<file path="config.mk">
export PLATFORM = sky130hd
export DESIGN_NAME = fpu_bus_master
export DESIGN_NICKNAME = d
export VERILOG_FILES = /design/src/rtl/fpu_bus_master.sv
export SDC_FILE = /design/constraint.sdc
export NUM_CORES = 1
export LEC_CHECK = 0
export CORE_ASPECT_RATIO = 1.25
export CORE_MARGIN = 10
export CORE_UTILIZATION = 45
export DETAILED_ROUTE_END_ITERATION = 10
export DONT_BUFFER_PORTS = 1
export HOLD_SLACK_MARGIN = 0.06
export PLACE_DENSITY = 0.67
export RECOVER_POWER = 50
export SLEW_MARGIN = 40
export SYNTH_ARGS = -nofsm -noshare
export SYNTH_HDL_FRONTEND = slang
export SYNTH_SLANG_ARGS = --single-unit
</file>
<file path="constraint.sdc">
create_clock -name clk -period 3.6 [get_ports clk]
set_input_delay 1.08 -clock clk [delete_from_list [all_inputs] [get_ports clk]]
set_output_delay 1.08 -clock clk [all_outputs]
set_load 0.05 [all_outputs]
</file>
<file path="src/rtl/fpu_bus_master.sv">
// fpu_bus_master
//   Bus initiator for the memory-mapped FPU peripheral. A request carries two
//   32-bit operands and an opcode. The block writes the operand bytes and then
//   the opcode over the 8-bit cs/rd/wr register bus. It waits for completion,
//   reads back the four result bytes, and returns the assembled single-precision
//   result on a response port.
//
//   Optional feature macro: FPU_MASTER_IRQ_WAIT_EN
//     defined   : WAIT holds until cmd_end, then end_ack pulses for one clock
//                 (ACK). If cmd_end does not arrive in TIMEOUT_CYCLES, the
//                 response is returned with rsp_timeout=1 and a zero result.
//     undefined : WAIT lasts exactly SETTLE_CYCLES. cmd_end is ignored, and
//                 end_ack and rsp_timeout are tied 0.
//
//   Ports
//     clk, arst              clock; asynchronous active-low reset
//     req_valid/req_ready    request handshake (req_op, req_a, req_b)
//     rsp_valid/rsp_ready    response handshake (rsp_result, rsp_timeout)
//     addr, databus_out      FPU register address / write data
//     databus_in             FPU read data
//     cs, rd, wr             active-low chip select / read / write strobes
//     cmd_end, busy          FPU end-of-command / operation in progress
//     end_ack                end-of-command acknowledge
//     dbg_state              current FSM state (state_t encoding)
//
//   Handshake semantics (both ports): a transfer happens on a rising clk edge
//   where valid && ready are both high. Once raised, rsp_valid stays high and
//   the payload stays stable until that transfer. req_ready is combinational
//   and is high only in IDLE while busy is low.
module fpu_bus_master #(
  parameter int STROBE_CYCLES  = 1,
  parameter int SETTLE_CYCLES  = 4,
  parameter int TIMEOUT_CYCLES = 255
) (
  input  logic        clk,
  input  logic        arst,
  input  logic        req_valid,
  output logic        req_ready,
  input  logic [3:0]  req_op,
  input  logic [31:0] req_a,
  input  logic [31:0] req_b,
  output logic        rsp_valid,
  input  logic        rsp_ready,
  output logic [31:0] rsp_result,
  output logic        rsp_timeout,
  output logic [5:0]  addr,
  output logic        cs,
  output logic        rd,
  output logic        wr,
  output logic [7:0]  databus_out,
  input  logic [7:0]  databus_in,
  input  logic        cmd_end,
  input  logic        busy,
  output logic        end_ack,
  output logic [2:0]  dbg_state
);

  typedef enum logic [2:0] {
    S_IDLE = 3'd0,
    S_WR   = 3'd1,
    S_WAIT = 3'd2,
    S_ACK  = 3'd3,
    S_RD   = 3'd4,
    S_RESP = 3'd5
  } state_t;

  // Sub-phases of one bus access: SETUP (1 clk), STROBE (STROBE_CYCLES), HOLD (1 clk)
  typedef enum logic [1:0] {
    P_SETUP  = 2'd0,
    P_STROBE = 2'd1,
    P_HOLD   = 2'd2
  } phase_t;

  state_t      state, state_d;
  phase_t      phase;
  logic [3:0]  scnt;      // strobe clock counter
  logic [3:0]  bcnt;      // byte index within the current phase group
  logic [15:0] wcnt;      // clocks spent in WAIT
  logic [31:0] a_q, b_q;
  logic [3:0]  op_q;
  logic [31:0] result_q;
  logic [7:0]  wr_byte;
  logic        strobe_last;
  logic        last_access;
  logic        accept;

  assign accept      = req_valid && req_ready;
  assign strobe_last = (scnt == 4'(STROBE_CYCLES - 1));
  // The final HOLD of a group ends the group: byte 8 for writes, byte 3 for reads
  assign last_access = (phase == P_HOLD) &&
                       (bcnt == ((state == S_WR) ? 4'd8 : 4'd3));

  assign req_ready  = (state == S_IDLE) && !busy;
  assign rsp_valid  = (state == S_RESP);
  assign rsp_result = result_q;
  assign dbg_state  = state;

  // Write byte order: a LSB first, then b LSB first, then the opcode last
  always_comb begin
    wr_byte = 8'h00;
    case (bcnt)
      4'd0: wr_byte = a_q[7:0];
      4'd1: wr_byte = a_q[15:8];
      4'd2: wr_byte = a_q[23:16];
      4'd3: wr_byte = a_q[31:24];
      4'd4: wr_byte = b_q[7:0];
      4'd5: wr_byte = b_q[15:8];
      4'd6: wr_byte = b_q[23:16];
      4'd7: wr_byte = b_q[31:24];
      4'd8: wr_byte = {4'h0, op_q};
      default: wr_byte = 8'h00;
    endcase
  end

  // Bus outputs are decoded from registered state, so an asynchronous reset
  // returns them to idle levels immediately.
  always_comb begin
    cs          = 1'b1;
    rd          = 1'b1;
    wr          = 1'b1;
    addr        = 6'd0;
    databus_out = 8'h00;
    if (state == S_WR) begin
      cs          = 1'b0;
      addr        = {2'b00, bcnt};
      databus_out = wr_byte;
      wr          = (phase != P_STROBE);
    end else if (state == S_RD) begin
      cs   = 1'b0;
      addr = 6'd9 + {2'b00, bcnt};
      rd   = (phase != P_STROBE);
    end
  end

  always_comb begin
    state_d = state;
    case (state)
      S_IDLE: if (accept) state_d = S_WR;
      S_WR:   if (last_access) state_d = S_WAIT;
`ifdef FPU_MASTER_IRQ_WAIT_EN
      S_WAIT: begin
        if (cmd_end)                                  state_d = S_ACK;
        else if (wcnt == 16'(TIMEOUT_CYCLES - 1))     state_d = S_RESP;
      end
      S_ACK:  state_d = S_RD;
`else
      S_WAIT: if (wcnt == 16'(SETTLE_CYCLES - 1))     state_d = S_RD;
`endif
      S_RD:   if (last_access) state_d = S_RESP;
      S_RESP: if (rsp_ready) state_d = S_IDLE;
      default: state_d = S_IDLE;
    endcase
  end

  always_ff @(posedge clk or negedge arst) begin
    if (!arst) state <= S_IDLE;
    else       state <= state_d;
  end

  always_ff @(posedge clk or negedge arst) begin
    if (!arst) begin
      phase    <= P_SETUP;
      scnt     <= 4'd0;
      bcnt     <= 4'd0;
      wcnt     <= 16'd0;
      a_q      <= 32'd0;
      b_q      <= 32'd0;
      op_q     <= 4'd0;
      result_q <= 32'd0;
    end else begin
      if (state == S_IDLE && accept) begin
        a_q      <= req_a;
        b_q      <= req_b;
        op_q     <= req_op;
        result_q <= 32'd0;
        phase    <= P_SETUP;
        scnt     <= 4'd0;
        bcnt     <= 4'd0;
      end
      if (state == S_WR || state == S_RD) begin
        case (phase)
          P_SETUP: phase <= P_STROBE;
          P_STROBE: begin
            if (strobe_last) begin
              phase <= P_HOLD;
              scnt  <= 4'd0;
              // Read data is taken on the edge that ends the last strobe clock
              if (state == S_RD) result_q[{bcnt[1:0], 3'b000} +: 8] <= databus_in;
            end else begin
              scnt <= scnt + 4'd1;
            end
          end
          P_HOLD: begin
            phase <= P_SETUP;
            bcnt  <= last_access ? 4'd0 : bcnt + 4'd1;
          end
          default: phase <= P_SETUP;
        endcase
      end
      if (state == S_WAIT && state_d == S_WAIT) wcnt <= wcnt + 16'd1;
      else                                      wcnt <= 16'd0;
    end
  end

`ifdef FPU_MASTER_IRQ_WAIT_EN
  logic timeout_q;
  logic unused_cfg;

  always_ff @(posedge clk or negedge arst) begin
    if (!arst)                                     timeout_q <= 1'b0;
    else if (state == S_IDLE && accept)            timeout_q <= 1'b0;
    else if (state == S_WAIT && state_d == S_RESP) timeout_q <= 1'b1;
  end

  assign rsp_timeout = timeout_q;
  assign end_ack     = (state == S_ACK);
  assign unused_cfg  = (SETTLE_CYCLES == 0);
`else
  logic unused_cfg;

  assign rsp_timeout = 1'b0;
  assign end_ack     = 1'b0;
  assign unused_cfg  = cmd_end ^ (TIMEOUT_CYCLES == 0);
`endif

endmodule

</file>
# After elaboration in Yosys (flattened, before gate mapping)
# Index checks and enable logic that the tools add are counted.
op_classes:
  addsub: 5
  eq_ne: 18
  n_shift: 2
  muxes: 35
  reduce_logical: 11
ops:
  columns: ["op", "n"]
  rows:
  - ["two-way mux 32 bit", 5]
  - ["one-hot mux 8 bit (9 select lines)", 1]
  - ["two-way mux 4 bit", 9]
  - ["bitwise mux 32 bit", 1]
  - ["variable shift 8 x 7 -> 32 bit, first input constant", 1]
  - ["variable part select 8 x 7 -> 32 bit", 1]
  - ["adder 16 x 1 -> 16 bit, second input constant", 1]
  - ["equality test 16 x 2 -> 1 bit, second input constant", 1]
  - ["equality test 4 x 3 -> 1 bit, second input constant", 4]
  - ["two-way mux 16 bit", 1]
  - ["two-way mux 3 bit", 5]
  - ["one-hot mux 3 bit (5 select lines)", 1]
  - ["two-way mux 5 bit", 2]
  - ["adder 4 x 1 -> 4 bit, second input constant", 2]
  - ["equality test 4 x 2 -> 1 bit, second input constant", 2]
  - ["logical NOT 4 bit", 2]
  - ["two-way mux 8 bit", 1]
  - ["negation 5 -> 7 bit", 1]
  - ["equality test 3 x 2 -> 1 bit, second input constant", 2]
  - ["equality test 3 bit, second input constant", 2]
  - ["two-way mux 2 bit", 3]
  - ["adder 4 x 4 -> 5 bit, first input constant", 1]
  - ["logical AND 1 bit", 5]
  - ["two-way mux 1 bit", 5]
  - ["other kinds (12)", 12]
totals:
  ff_bits: 129
  in_bits: 82
  elab_cells: 80

# Logic depth before layout (Yosys ltp)
logic_depth:
  ltp_word: 10
  ltp_mapped: 9
  depth_no_buf: 6

# Worst setup path before layout
# Ideal clock, no wire load.
synth_path:
  path_type: "reg2out"
  startpoint: "register bcnt[0]"
  endpoint: "output databus_out[1]"
  arrival_ns: 2.897
  required_time_ns: 2.520
  setup_slack_ns: -0.377
  path_stages_with_launch: 8
  cell_sequence: "dfrtp_1 buf_2 inv_1 ha_1 clkbuf_1 buf_1 a222oi_1 a311oi_1"
synth_via:
  elab_chain_cells: 3
synth_lines:
  columns: ["item", "line", "rtl"]
  rows:
  - ["start: declaration", "77", "logic [3:0] bcnt;"]
  - ["start signal: assignment", "195", "bcnt <= last_access ? 4'd0 : bcnt + 4'd1;"]
  - ["equality test 4 bit, or another cell as far along", "101", "case (bcnt)"]
  - ["one-hot mux 8 bit (9 select lines) *", "101", null]
  - ["two-way mux 8 bit *", "123", "if (state == S_WR) begin"]
  - ["end: declaration", "50", "output logic [7:0] databus_out,"]
# Every way passes the cells marked *; elsewhere a longest branch is shown, timed or not.

# Final worst setup path
layout_path:
  startpoint: "register bcnt[1]"
  endpoint: "output databus_out[1]"
# Same word-level chain as after synthesis.

==> flow_metrics.py <==
metrics = {
    "outcome": {
        "status": "finished clean",
    },
    "critical_path": {
        "critPathKind": "flip-flop to output pin",
        "worstSetupStartpointType": "flip-flop",
        "max_stage_delay_ps": 490,
        "crit_path_end_kind": "output pin",
        "cp.required_ps": 2520,
        "path_cells": "inv_2 > ha_4 > buf_4 > a222oi_1 > a31oi_1 > a21oi_1 > a311oi_2 > buf_4",
        "worstPathMaxFanout": 8,
        "crit_path_frequent_cell": "buf_4",
        "arrival_ps": 2440,
        "crit_slowest_cell": "a222oi_1",
    },
    "synth": {
        "yosysWarnings": 0,
        "synth_cell_types": 55,
        "ys.flop_type": "dfrtp_1",
        "synthCells": 660,
        "syn_area_mm2": 0.00613,
        "ys_seq_elements": 129,
        "ys_seq_area_share_pct": 52.6,
        "synth-edff-count": 0,
        "avgSynthCellArea_um2": 9.29,
        "synthArstFlopShare_pct": 100,
    },
    "sta": {
        "final.setup.tns_ps": 0,
        "fin_crit_ps": 3520,
        "final-setup-viol-count": 0,
        "final_max_slew_viol_count": 0,
        "rsz0062_at_grt": "true",
        "fmax_ghz": 0.284,
        "post-route-period-util_pct": 97.7,
        "hold_violations": 0,
        "skew_ps": 8.88,
        "tightestPinTransition_ps": 781,
        "max_slew_margin_pct": 47.8,
    },
    "route": {
        "drt_wl_total_um": 16000,
        "num_vias": 4778,
        "ant_nets": 0,
        "initialDrtViolationCount": 433,
        "dr.pass1.iters": 5,
        "via_per_inst": 5.60,
        "drt-wirelength-per-cell_um": 18.8,
        "drc": 0,
    },
    "clocking": {
        "root_buffer": "clkbuf_16",
        "clk_path_buf_depth": 2,
        "hold_buffers": 0,
        "htree_levels": 4,
        "postCtsSetupBuffers": 0,
        "clock-sinks": 129,
        "cts_tree": "built",
        "clk_latency_ps": 410,
        "clkSlewWorstSetupHoldPaths_ps": 60,
        "numCtsBuffers": 17,
    },
    "floorplanning": {
        "dieWidth_um": 124,
        "ios": 138,
        "dieArea_mm2": 0.0187,
        "fp-row-count": 47,
        "die_h_um": 151,
        "core_mm2": 0.0133,
        "initial_core_util_pct": 46.2,
    },
    "layout": {
        "fin_nets": 760,
        "area_delta_synth_final_pct": 14.3,
        "num-fill-cells": 1222,
        "final_cell_mix": "nand2_1 (228), dfrtp_1 (128), a22o_1 (31)",
        "final_cells": 853,
        "layout_commonest_cell": "nand2_1",
        "antenna_cells": 0,
        "drive_gt1_share_pct": 13.0,
    },
    "power": {
        "p_sw_share_pct": 40.9,
        "combPwrFrac_pct": 32.5,
        "switchingPower_mw": 2.54,
        "power_density_mw_per_mm2": 886,
        "ir_drop_v": 0.000493,
        "internal_power_mw": 3.67,
        "clkPwrFrac_pct": 27.2,
        "power_frac_seq_pct": 40.3,
        "leakagePower_nw": 3.32,
    },
    "placement": {
        "io_buffers": 0,
        "dp.cells": 821,
        "gp_congestion": 0.860,
        "dp_hpwl_um": 11700,
    },
    "run": {
        "maxCapViolations": 0,
    },
    "global_route": {
        "grt_pass1_wl_um": 26400,
        "grt_pass1_vias": 5072,
        "grt_max_degree": 130,
        "grt-ovfl-total": 0,
        "track_usage_pct": 17.2,
        "antenna_found_initial": 0,
    },
    "hold_path": {
        "hold_path.class": "input pin to asynchronous set/reset pin",
    },
}
## synthesized netlist by cell type (6+ instances only)
cell type | n | share of area (%)
and3_1 | 6 | 0.61
buf_2 | 16 | 1.3
nand3_1 | 23 | 1.9
ha_1 | 9 | 1.8
nand4_1 | 8 | 0.82
buf_4 | 7 | 0.86
inv_1 | 12 | 0.73
nand2_1 | 229 | 14
nor2_1 | 30 | 1.8
xnor2_1 | 12 | 1.7
clkbuf_1 | 13 | 0.80
nor4_1 | 7 | 0.71
a21oi_1 | 19 | 1.6
nor3_1 | 7 | 0.57
a22oi_1 | 16 | 2.0
o21ai_0 | 16 | 1.3
dfrtp_1 | 129 | 53
a22o_1 | 31 | 4.4
## sequential cells by signal (all words and copies together) (netlist names)
register,flops
op_q,4
phase,2
b_q,32
rsp_result,32
dbg_state,3
bcnt,4
wcnt,16
scnt,4
a_q,32
## repair_timing
action | CTS | global route
pin swaps | 0 | 1
resized for setup | 5 | 3
endpoints found under the setup margin | 4 | 4
## metrics by stage
| stage | util [%] | power (mW) | hold WS, ps | instance area, µm² | worst slack, ps |
|---|---|---|---|---|---|
| 2_1_floorplan | - | 3.94 | 440 | 6160 | 43.7 |
| 3_3_place_gp | 48.2 | 4.46 | 457 | 6400 | 311 |
| 3_5_place_dp | 48.2 | 4.53 | 460 | 6400 | 272 |
| 4_1_cts | 52.6 | 6.25 | 356 | 6990 | 34.4 |
| 5_1_grt | 52.8 | 6.60 | 350 | 7010 | -20.7 |
| 6_report | 52.8 | 6.22 | 368 | 7010 | 84.5 |
## routing by layer
layer	GRT usage (%)	share of wire, %
met5	0	0
met4	8.17	3.1
met3	6.05	8.4
met2	29.0	49
met1	19.1	39
## worst max-delay path: cells and delay by family, from the launching register on
family	cells	cell delay [ps]
fa+ha+maj	1	200
compound gates	4	870
flops	1	460
buf+inv	3	500
## worst paths after layout
| path | start | endpoint | slack [ps] | cells after the start |
|---|---|---|---|---|
| max | bcnt[1] | databus_out[1] | 80 | 8 |
| min in group clk | a_q[22] | a_q[22] | 470 | 2 |
| max in group asynchronous | arst | a_q[19] | 3050 | 0 |
| max reg2reg | dbg_state[1] | rsp_result[11] | 1130 | 6 |
| min | arst | b_q[19] | 370 | 0 |
| min reg2reg | a_q[22] | a_q[22] | 470 | 2 |
## logic make-up after synthesis
logic type	after synthesis	synth area share [%]
and+or+nand+nor	338	25.0
DFF	129	52.6
AOI/OAI and AO/OA	108	13.0
buffers and inverters	54	4.30
xor gates and xnor gates	15	2.14
adders and majority gates	9	1.84
muxes	6	1.04
other	1	0.0611
## power by group through the flow
stage / registers, mW / clock network [mW] / logic [mW]
3_3_place_gp: 2.51 / 0 / 1.95
2_1_floorplan: 2.43 / 0 / 1.51
4_1_cts: 2.51 / 1.72 / 2.02
3_5_place_dp: 2.53 / 0 / 2.00
6_report: 2.51 / 1.69 / 2.02
5_1_grt: 2.57 / 1.78 / 2.24
## final cells by class
cell class                 instances  area, µm²  area share (%)
tap                              171        214            3.05
sequential                       129       3230            46.0
inverter                          12       45.0           0.642
clock buffer                      18        429            6.12
timing repair buffer              30        238            3.39
clock inverter                    14        155            2.21
multi-input combinational        479       2700            38.5
Note: power is estimated with default switching activity, not from simulation.
